<file path="config.mk">
export PLATFORM = sky130hd
export DESIGN_NAME = parking_exit_controller_flat
export DESIGN_NICKNAME = d
export VERILOG_FILES = /design/src/rtl/parking_exit_controller_if.sv /design/src/rtl/parking_exit_controller.sv /design/src/flat_wrapper.sv
export SDC_FILE = /design/constraint.sdc
export NUM_CORES = 1
export LEC_CHECK = 0
export CAP_MARGIN = 25
export CORE_MARGIN = 2
export CORE_UTILIZATION = 47
export CTS_CLUSTER_SIZE = 28
export DETAILED_ROUTE_END_ITERATION = 8
export MAX_ROUTING_LAYER = met4
export PLACE_DENSITY = 0.84
export SYNTH_ARGS = -nofsm -noshare
export SYNTH_HDL_FRONTEND = slang
export SYNTH_SLANG_ARGS = --single-unit
</file>
<file path="constraint.sdc">
create_clock -name clk -period 1.75 [get_ports clk]
set_input_delay 0.35 -clock clk [delete_from_list [all_inputs] [get_ports clk]]
set_output_delay 0.35 -clock clk [all_outputs]
set_load 0.02 [all_outputs]
</file>
<file path="src/rtl/parking_exit_controller_if.sv">
// Signal bundle for the parking exit lane controller.
// The lane hardware / bench drives through the master modport; the controller uses the slave modport.
interface parking_exit_controller_if #(
    parameter int CNT_W = 4
);
    logic             sensor_exit;
    logic             car_in;
    logic             ticket_valid;
    logic [1:0]       ticket_1;
    logic [1:0]       ticket_2;
    logic             attendant_clr;
    logic [2:0]       out;
    logic             gate_open;
    logic             alarm;
    logic             car_out;
    logic [CNT_W-1:0] occupancy;
    logic             full;
    logic             empty;

    modport master (
        output sensor_exit, car_in, ticket_valid, ticket_1, ticket_2, attendant_clr,
        input  out, gate_open, alarm, car_out, occupancy, full, empty
    );

    modport slave (
        input  sensor_exit, car_in, ticket_valid, ticket_1, ticket_2, attendant_clr,
        output out, gate_open, alarm, car_out, occupancy, full, empty
    );
endinterface

</file>
<file path="src/rtl/parking_exit_controller.sv">
// Exit-lane controller: validates departing tickets, drives the exit barrier,
// locks the lane after repeated bad tickets and owns the lot occupancy count.
module parking_exit_controller #(
    parameter int         CAPACITY    = 8,
    parameter int         CNT_W       = 4,
    parameter logic [1:0] EXIT_CODE_1 = 2'b10,
    parameter logic [1:0] EXIT_CODE_2 = 2'b01,
    parameter int         MAX_TRIES   = 3,
    parameter int         TIMEOUT     = 255,
    parameter int         TMR_W       = 8
) (
    input  logic                    clk,
    input  logic                    reset_n,
    parking_exit_controller_if.slave bus
);
    // State encoding shared with the entry-gate controller; out is the state register itself.
    localparam logic [2:0] S_IDLE         = 3'b000;
    localparam logic [2:0] S_WAIT_TICKET  = 3'b001;
    localparam logic [2:0] S_WRONG_TICKET = 3'b010;
    localparam logic [2:0] S_GATE_OPEN    = 3'b011;
    localparam logic [2:0] S_LOCKOUT      = 3'b100;

    localparam int TRY_W = (MAX_TRIES < 2) ? 1 : $clog2(MAX_TRIES + 1);
    localparam logic [TRY_W-1:0] TRIES_LIMIT = TRY_W'(MAX_TRIES);
    localparam logic [TMR_W-1:0] TIMER_LIMIT = TMR_W'(TIMEOUT);
    localparam logic [CNT_W-1:0] OCC_FULL    = CNT_W'(CAPACITY);

    logic [2:0]       state_q, state_d;
    logic [TMR_W-1:0] timer_q, timer_d;
    logic [TRY_W-1:0] tries_q, tries_d;
    logic [TRY_W-1:0] tries_inc;
    logic [CNT_W-1:0] occ_q, occ_d;
    logic             sensor_prev_q;
    logic             gate_q, alarm_q, car_out_q, full_q, empty_q;
    logic             match;
    logic             depart;

    assign match     = bus.ticket_valid && (bus.ticket_1 == EXIT_CODE_1) && (bus.ticket_2 == EXIT_CODE_2);
    assign tries_inc = tries_q + 1'b1;

    // Next-state logic for the exit FSM, ticket retry counter and idle timer.
    always_comb begin
        state_d = state_q;
        timer_d = timer_q;
        tries_d = tries_q;
        depart  = 1'b0;
        case (state_q)
            S_IDLE: begin
                // An empty lot means the loop is tripped by something that is not a parked car.
                if (bus.sensor_exit && !empty_q) begin
                    state_d = S_WAIT_TICKET;
                    timer_d = '0;
                    tries_d = '0;
                end
            end
            S_WAIT_TICKET, S_WRONG_TICKET: begin
                if (match) begin
                    state_d = S_GATE_OPEN;
                end else if (bus.ticket_valid) begin
                    tries_d = tries_inc;
                    if (tries_inc == TRIES_LIMIT) begin
                        state_d = S_LOCKOUT;
                    end else begin
                        state_d = S_WRONG_TICKET;
                        timer_d = '0;
                    end
                end else if (!bus.sensor_exit) begin
                    state_d = S_IDLE;
                end else if (timer_q == TIMER_LIMIT) begin
                    state_d = S_IDLE;
                end else begin
                    timer_d = timer_q + 1'b1;
                end
            end
            S_GATE_OPEN: begin
                // Departure is the falling edge of the loop sensor; no timeout while the car sits there.
                if (sensor_prev_q && !bus.sensor_exit) begin
                    state_d = S_IDLE;
                    depart  = 1'b1;
                end
            end
            S_LOCKOUT: begin
                if (bus.attendant_clr) begin
                    state_d = S_IDLE;
                    tries_d = '0;
                end
            end
            default: state_d = S_IDLE;
        endcase
    end

    // Occupancy: admissions saturate at capacity, a simultaneous admit and depart cancel out.
    always_comb begin
        occ_d = occ_q;
        if (bus.car_in && !depart) begin
            if (occ_q != OCC_FULL) begin
                occ_d = occ_q + 1'b1;
            end
        end else if (depart && !bus.car_in) begin
            occ_d = occ_q - 1'b1;
        end
    end

    // State, counters and registered outputs; an abort drops the gate immediately.
    always_ff @(posedge clk or negedge reset_n) begin
        if (!reset_n) begin
            state_q       <= S_IDLE;
            timer_q       <= '0;
            tries_q       <= '0;
            occ_q         <= '0;
            sensor_prev_q <= 1'b0;
            gate_q        <= 1'b0;
            alarm_q       <= 1'b0;
            car_out_q     <= 1'b0;
            full_q        <= 1'b0;
            empty_q       <= 1'b1;
        end else begin
            state_q       <= state_d;
            timer_q       <= timer_d;
            tries_q       <= tries_d;
            occ_q         <= occ_d;
            sensor_prev_q <= bus.sensor_exit;
            gate_q        <= (state_d == S_GATE_OPEN);
            alarm_q       <= (state_d == S_LOCKOUT);
            car_out_q     <= depart;
            full_q        <= (occ_d == OCC_FULL);
            empty_q       <= (occ_d == '0);
        end
    end

    assign bus.out       = state_q;
    assign bus.gate_open = gate_q;
    assign bus.alarm     = alarm_q;
    assign bus.car_out   = car_out_q;
    assign bus.occupancy = occ_q;
    assign bus.full      = full_q;
    assign bus.empty     = empty_q;
endmodule

</file>
<file path="src/flat_wrapper.sv">
// flat-port wrapper written by rule: the top's interface ports become plain ports
module parking_exit_controller_flat 
#(
    parameter int         CAPACITY    = 8,
    parameter int         CNT_W       = 4,
    parameter logic [1:0] EXIT_CODE_1 = 2'b10,
    parameter logic [1:0] EXIT_CODE_2 = 2'b01,
    parameter int         MAX_TRIES   = 3,
    parameter int         TIMEOUT     = 255,
    parameter int         TMR_W       = 8
)
  (clk, reset_n, bus_sensor_exit, bus_car_in, bus_ticket_valid, bus_ticket_1, bus_ticket_2, bus_attendant_clr, bus_out, bus_gate_open, bus_alarm, bus_car_out, bus_occupancy, bus_full, bus_empty);
  parking_exit_controller_if #(.CNT_W(CNT_W)) bus_i ();
  input  logic clk;
  input  logic reset_n;
  input wire logic [$bits(bus_i.sensor_exit)-1:0] bus_sensor_exit;
  input wire logic [$bits(bus_i.car_in)-1:0] bus_car_in;
  input wire logic [$bits(bus_i.ticket_valid)-1:0] bus_ticket_valid;
  input wire logic [$bits(bus_i.ticket_1)-1:0] bus_ticket_1;
  input wire logic [$bits(bus_i.ticket_2)-1:0] bus_ticket_2;
  input wire logic [$bits(bus_i.attendant_clr)-1:0] bus_attendant_clr;
  output wire logic [$bits(bus_i.out)-1:0] bus_out;
  output wire logic [$bits(bus_i.gate_open)-1:0] bus_gate_open;
  output wire logic [$bits(bus_i.alarm)-1:0] bus_alarm;
  output wire logic [$bits(bus_i.car_out)-1:0] bus_car_out;
  output wire logic [$bits(bus_i.occupancy)-1:0] bus_occupancy;
  output wire logic [$bits(bus_i.full)-1:0] bus_full;
  output wire logic [$bits(bus_i.empty)-1:0] bus_empty;
  assign bus_i.sensor_exit = bus_sensor_exit;
  assign bus_i.car_in = bus_car_in;
  assign bus_i.ticket_valid = bus_ticket_valid;
  assign bus_i.ticket_1 = bus_ticket_1;
  assign bus_i.ticket_2 = bus_ticket_2;
  assign bus_i.attendant_clr = bus_attendant_clr;
  assign bus_out = bus_i.out;
  assign bus_gate_open = bus_i.gate_open;
  assign bus_alarm = bus_i.alarm;
  assign bus_car_out = bus_i.car_out;
  assign bus_occupancy = bus_i.occupancy;
  assign bus_full = bus_i.full;
  assign bus_empty = bus_i.empty;
  parking_exit_controller #(.CAPACITY(CAPACITY), .CNT_W(CNT_W), .EXIT_CODE_1(EXIT_CODE_1), .EXIT_CODE_2(EXIT_CODE_2), .MAX_TRIES(MAX_TRIES), .TIMEOUT(TIMEOUT), .TMR_W(TMR_W)) u_core (.clk(clk), .reset_n(reset_n), .bus(bus_i));
endmodule
</file>
# Word level (Yosys, flattened, before mapping)
# Index checks and enable logic that the tools add are counted.
# word_totals
input_bits	10
register_bits	23
# op_classes
add_sub_neg	4
mux	26
reduce_logical	17
n_eq_ne	19
# ops
operator	count
2-to-1 mux 8 bit	6
2-to-1 mux 3 bit	8
case mux 8 bit (2 select lines)	1
2-to-1 mux 4 bit	3
case mux 3 bit (4 select lines)	1
== test 3 x 2 -> 1 bit, second input constant	3
inequality test 3 bit, second input constant	3
adder 8 x 1 -> 8 bit, second input constant	1
== test 8 bit, second input constant	1
2-to-1 mux 2 bit	4
== test 3 bit, second input constant	2
logical AND 1 bit	6
inequality test 2 bit, second input constant	3
case mux 2 bit (3 select lines)	1
AND reduction 6 bit	1
AND reduction 5 bit	1
adder 4 x 1 -> 4 bit, second input constant	1
== test 2 bit, second input constant	2
== test 4 bit, second input constant	1
zero test 1 bit	4
zero test 4 bit	1
inequality test 4 bit, second input constant	1
subtractor 4 x 1 -> 4 bit, second input constant	1
== test 3 x 1 -> 1 bit, second input constant	1
other kinds (8)	9

# Longest topological paths before layout
# depth
ltp_word	8
mapped_depth	7

# Least setup slack after synthesis
# No wires, ideal clock.
# synth_path
path_kind	flip-flop to flip-flop
startpoint	reg u_core.occ_q[0] (netlist: u_core.bus.occupancy[0])
endpoint	reg u_core.full_q (netlist: u_core.bus.full)
setup_time_ps	119
path_buffers	0
period_less_slack_ps	1793
slack_ps	-43
arrival_ps	1674
path_stages_with_launch	8
cell_sequence	dfrtp_1 > inv_1 > ha_1 > inv_1 > or4_1 > a21oi_1 > nor4_1 > and2_1
# synth_between
elab_chain_cells	4
word_cells_on_any_way	7
classes_between	2 x add/sub; 2 x eq/ne; 3 x mux
# synth_lines
item	line_no	source
start, declared	parking_exit_controller.sv:32	logic [CNT_W-1:0] occ_q, occ_d;
start signal, assigned	parking_exit_controller.sv:110	occ_q <= '0;
start signal, assigned	parking_exit_controller.sv:121	occ_q <= occ_d;
subtractor 4 x 1 -> 4 bit (tied with other cells)	parking_exit_controller.sv:100	occ_d = occ_q - 1'b1;
2-to-1 mux 4 bit, on equally long branches	parking_exit_controller.sv:99, parking_exit_controller.sv:96	
2-to-1 mux 4 bit *	parking_exit_controller.sv:95	if (bus.car_in && !depart) begin
== test 4 bit *	parking_exit_controller.sv:126	full_q <= (occ_d == OCC_FULL);
end signal, assigned	parking_exit_controller.sv:126	
end, declared	parking_exit_controller.sv:34	logic gate_q, alarm_q, car_out_q, full_q, empty_q;
# Mark *: on every way between the ends. The rest lies on a longest branch, timed or not.
# A chain may end at the register's enable or synchronous reset.

# Final worst setup path
# layout_path
startpoint	reg u_core.occ_q[1] (netlist: u_core.bus.occupancy[1])
endpoint	reg u_core.full_q (netlist: u_core.bus.full)
# layout_between
elab_chain_cells	4
word_cells_on_any_way	7
classes_between	2 x add/sub; 2 x eq/ne; 3 x mux
# layout_lines
item	line_no
subtractor 4 x 1 -> 4 bit (tied with other cells)	parking_exit_controller.sv:100
2-to-1 mux 4 bit, on equally long branches	parking_exit_controller.sv:99, parking_exit_controller.sv:96
2-to-1 mux 4 bit *	parking_exit_controller.sv:95
net u_core.occ_d[3]	parking_exit_controller.sv:32
== test 4 bit *	parking_exit_controller.sv:126
# Mark *: on every way through the listed nets, which the timed path passes. The rest lies on a longest branch.

==> out/results.txt <==
Worst Skew - 0.00168 ns
Post-synthesis register bit count - 23
Final min period - 1.78 ns
Yosys cell types - 49
Detailed router's first-iteration violation count - 72
Combinational fraction of design power - 61.6%
R2R setup slack - -0.03 ns
Switching part of the total power - 43.9%
Die width - 57.8 um
Fin nets - 208
Main synth FF type - dfrtp_1
Worst endpoint required time - 1.98 ns
Worst-margin pin slew - 0.402 ns
Slowest stage delay, CP - 0.54 ns
Setup crit end kind - flop
Worst slew margin - 72.9%
Initial Utilization - 49.3%
Slowest cell on the critical path - or4_4
Outcome - finished, violations left
Pin count of the biggest net entering global routing - 24
Clock insertion delay at the later pin of the skew report - 0.32 ns
Drt total wl - 3750 um
Grt total ovfl - 0
Critical path data arrival time - 2.01 ns
Final-report setup violation count - 1
Total negative setup slack - -0.0280 ns
Fin util - 69.5%
Rows - 19
Die H - 57.8 um
Area Overhead vs Synth - 40.8%
Internal power - 1660 uW
Area leader, netlist - dfrtp_1
Residual DRC - 0
Share of the yosys chip area belonging to registers - 42.4%
Hold Buf Count CTS - 0
HP Class - primary input to asynchronous set/reset pin
Place WS - -0.417 ns
Number of global-route vias before repair - 1,335
FMAX - 0.562 GHz
Clock Tree Buf Depth - 2
Mapped Avg Cell Area - 9.38 um^2
CP Launch Type - flop
Crit-path cells - buf_6 -> or4_4 -> nor3_4 -> a21oi_2 -> xnor2_2 -> and2_1
Part of the power in registers - 29.6%
Netlist Area Pre-Place - 1360 um^2
Die area - 3340 um^2
Initial antenna violation count - 0
Hold Slack - 0.360 ns
Max-cap violation count - 0
Fin crit share - 102%
Final Hold Fails - 0
Commonest cells in the netlist - dfrtp_1 (22), nor2_1 (14), a21oi_1 (12), nand2_1 (9), inv_1 (7)
Most numerous cell in the Yosys netlist - dfrtp_1
Drt via density - 6.01
Gate Count Post-Synth - 145
Clk pwr share - 8.8%
CP Class - flop to flop
Vias - 1,341
NetSw - 1300 uW
R2r endpoint - u_core.bus.full$_DFF_PN0_
Area contributors post-synth - dfrtp_1 (40%), ha_1 (4.6%), a21oi_1 (4.4%)
Wire length of the first global-routing pass - 6040 um
Share of cells above drive strength 1 - 31.3%
Total track usage - 24.2%
Synth top area share - 40.5%
Worst Setup SP - u_core.bus.occupancy[1]$_DFF_PN0_
Core area - 2760 um^2
Port Buffers - 21
Final slew viol count - 0
Ys async rst share - 100%
Remaining antenna violation count after routing - 0
Post-synth EDFFs - 0
CTS tree - done
Initial DRT Pass Iterations - 4
H-Tree Level Count - 1
Total CTS buffers - 3
Clk sinks - 23
Leak pwr - 0.000920 uW
Syn_nets - 160
Synth warnings - 0
N_diodes - 0
RSZ-0062 raised after global routing - true
Ports - 22
PnR worst setup slack - -0.0280 ns
Clk pin slew, worst setup/hold paths - 0.13 ns
Worst R2R Path Depth - 6
CTS root buffer - clkbuf_4
Max IR drop VDD - 1180 uV
GPL Wtd Cong - 1.01
Avg WL per Cell - 16.8 um
Failing checks - negative setup slack
PwrDens - 1540 nW/um^2
Critical Path Fanout Max - 4
Reg-to-Reg Start - u_core.bus.occupancy[1]$_DFF_PN0_
Dpl hpwl - 2610 um
-- power by group through the flow --
stage               clock (uW)  sequential [uW]  combinational, uW
floorplan                    0              942                866
global placement             0              848               1520
detailed placement           0              856               1610
CTS                        258              861               1680
global route               280              901               1960
finish                     260              877               1820
-- cell families after synthesis --
| logic type | count (synthesis) | share of synthesized area, % |
|---|---|---|
| mux | 3 | 2.39 |
| compound gates | 37 | 18.1 |
| buf+inv | 13 | 4.88 |
| simple gates | 60 | 24.9 |
| fa+ha+maj | 6 | 5.34 |
| flops | 23 | 42.4 |
| xor+xnor | 3 | 1.93 |
-- critical path: cells and delay by family, from the launching register on --
kind | cells | cell delay, ns
AOI/OAI and AO/OA | 1 | 0.08
xor gates and xnor gates | 1 | 0.17
buffers and inverters | 1 | 0.13
DFF | 1 | 0.46
and+or+nand+nor | 3 | 0.86
-- per-stage QoR --
stage                     cells  cell area (um^2)  total power, uW
after floorplan             145              1360             1810
after global placement      216              1760             2360
after detailed placement    216              1760             2460
after CTS                   222              1850             2800
after global routing        223              1920             3140
final                       223              1920             2960
-- cells in the final DEF (no fill, tap or decap), types with 4 or more instances in the layout --
master           count
a21oi_1             10
and3_1               5
a31oi_1              4
nand3_1              5
nor2_1              14
dfrtp_1             17
inv_1                4
o21ai_0              5
dlygate4sd2_1        8
dfrtp_2              5
clkdlybuf4s50_1     12
ha_1                 4
nand2_1              9
buf_4               26
-- metal layers --
layer | vias up | global-route usage, % | share of wire [%]
met3 | 12 | 5.13 | 3.7
met4 | 0 | 7.97 | 2.8
met5 | - | - | 0
met1 | 665 | 26.4 | 40
li1 | 624 | - | -
met2 | 40 | 43.7 | 54
-- worst max path at each step --
stage,end,slack [ns],cells after the start
3_3_place_gp,u_core.bus.empty$_DFF_PN1_,-0.29,6
5_1_grt,u_core.bus.empty$_DFF_PN1_,-0.08,7
2_1_floorplan,u_core.timer_q[0]$_DFFE_PN0P_,0.002,6
6_report,u_core.bus.full$_DFF_PN0_,-0.03,6
4_1_cts,u_core.bus.full$_DFF_PN0_,-0.04,6
3_5_place_dp,u_core.bus.empty$_DFF_PN1_,-0.42,7
-- registers in the layout (all words and copies together) (netlist names), 2 cells and up --
register              cells
u_core.tries_q            2
u_core.bus.out            3
u_core.timer_q            8
u_core.bus.occupancy      4
-- cell type report --
cell class | instances | area (um^2)
Inverter | 7 | 31.3
Fill cell | 220 | 842
Clock buffer | 3 | 22.5
Clock inverter | 1 | 5.00
Timing Repair Buffer | 49 | 420
Sequential cell | 23 | 583
Tap cell | 31 | 38.8
Multi-Input combinational cell | 109 | 815
-- repair_timing --
item / CTS / global route
gates resized for setup: 22 / 14
pin swaps: 5 / 7
cloned: 0 / 0
setup buffers: 2 / 1
setup endpoints to repair: 9 / 15
Power figures use the tool's default switching activity.
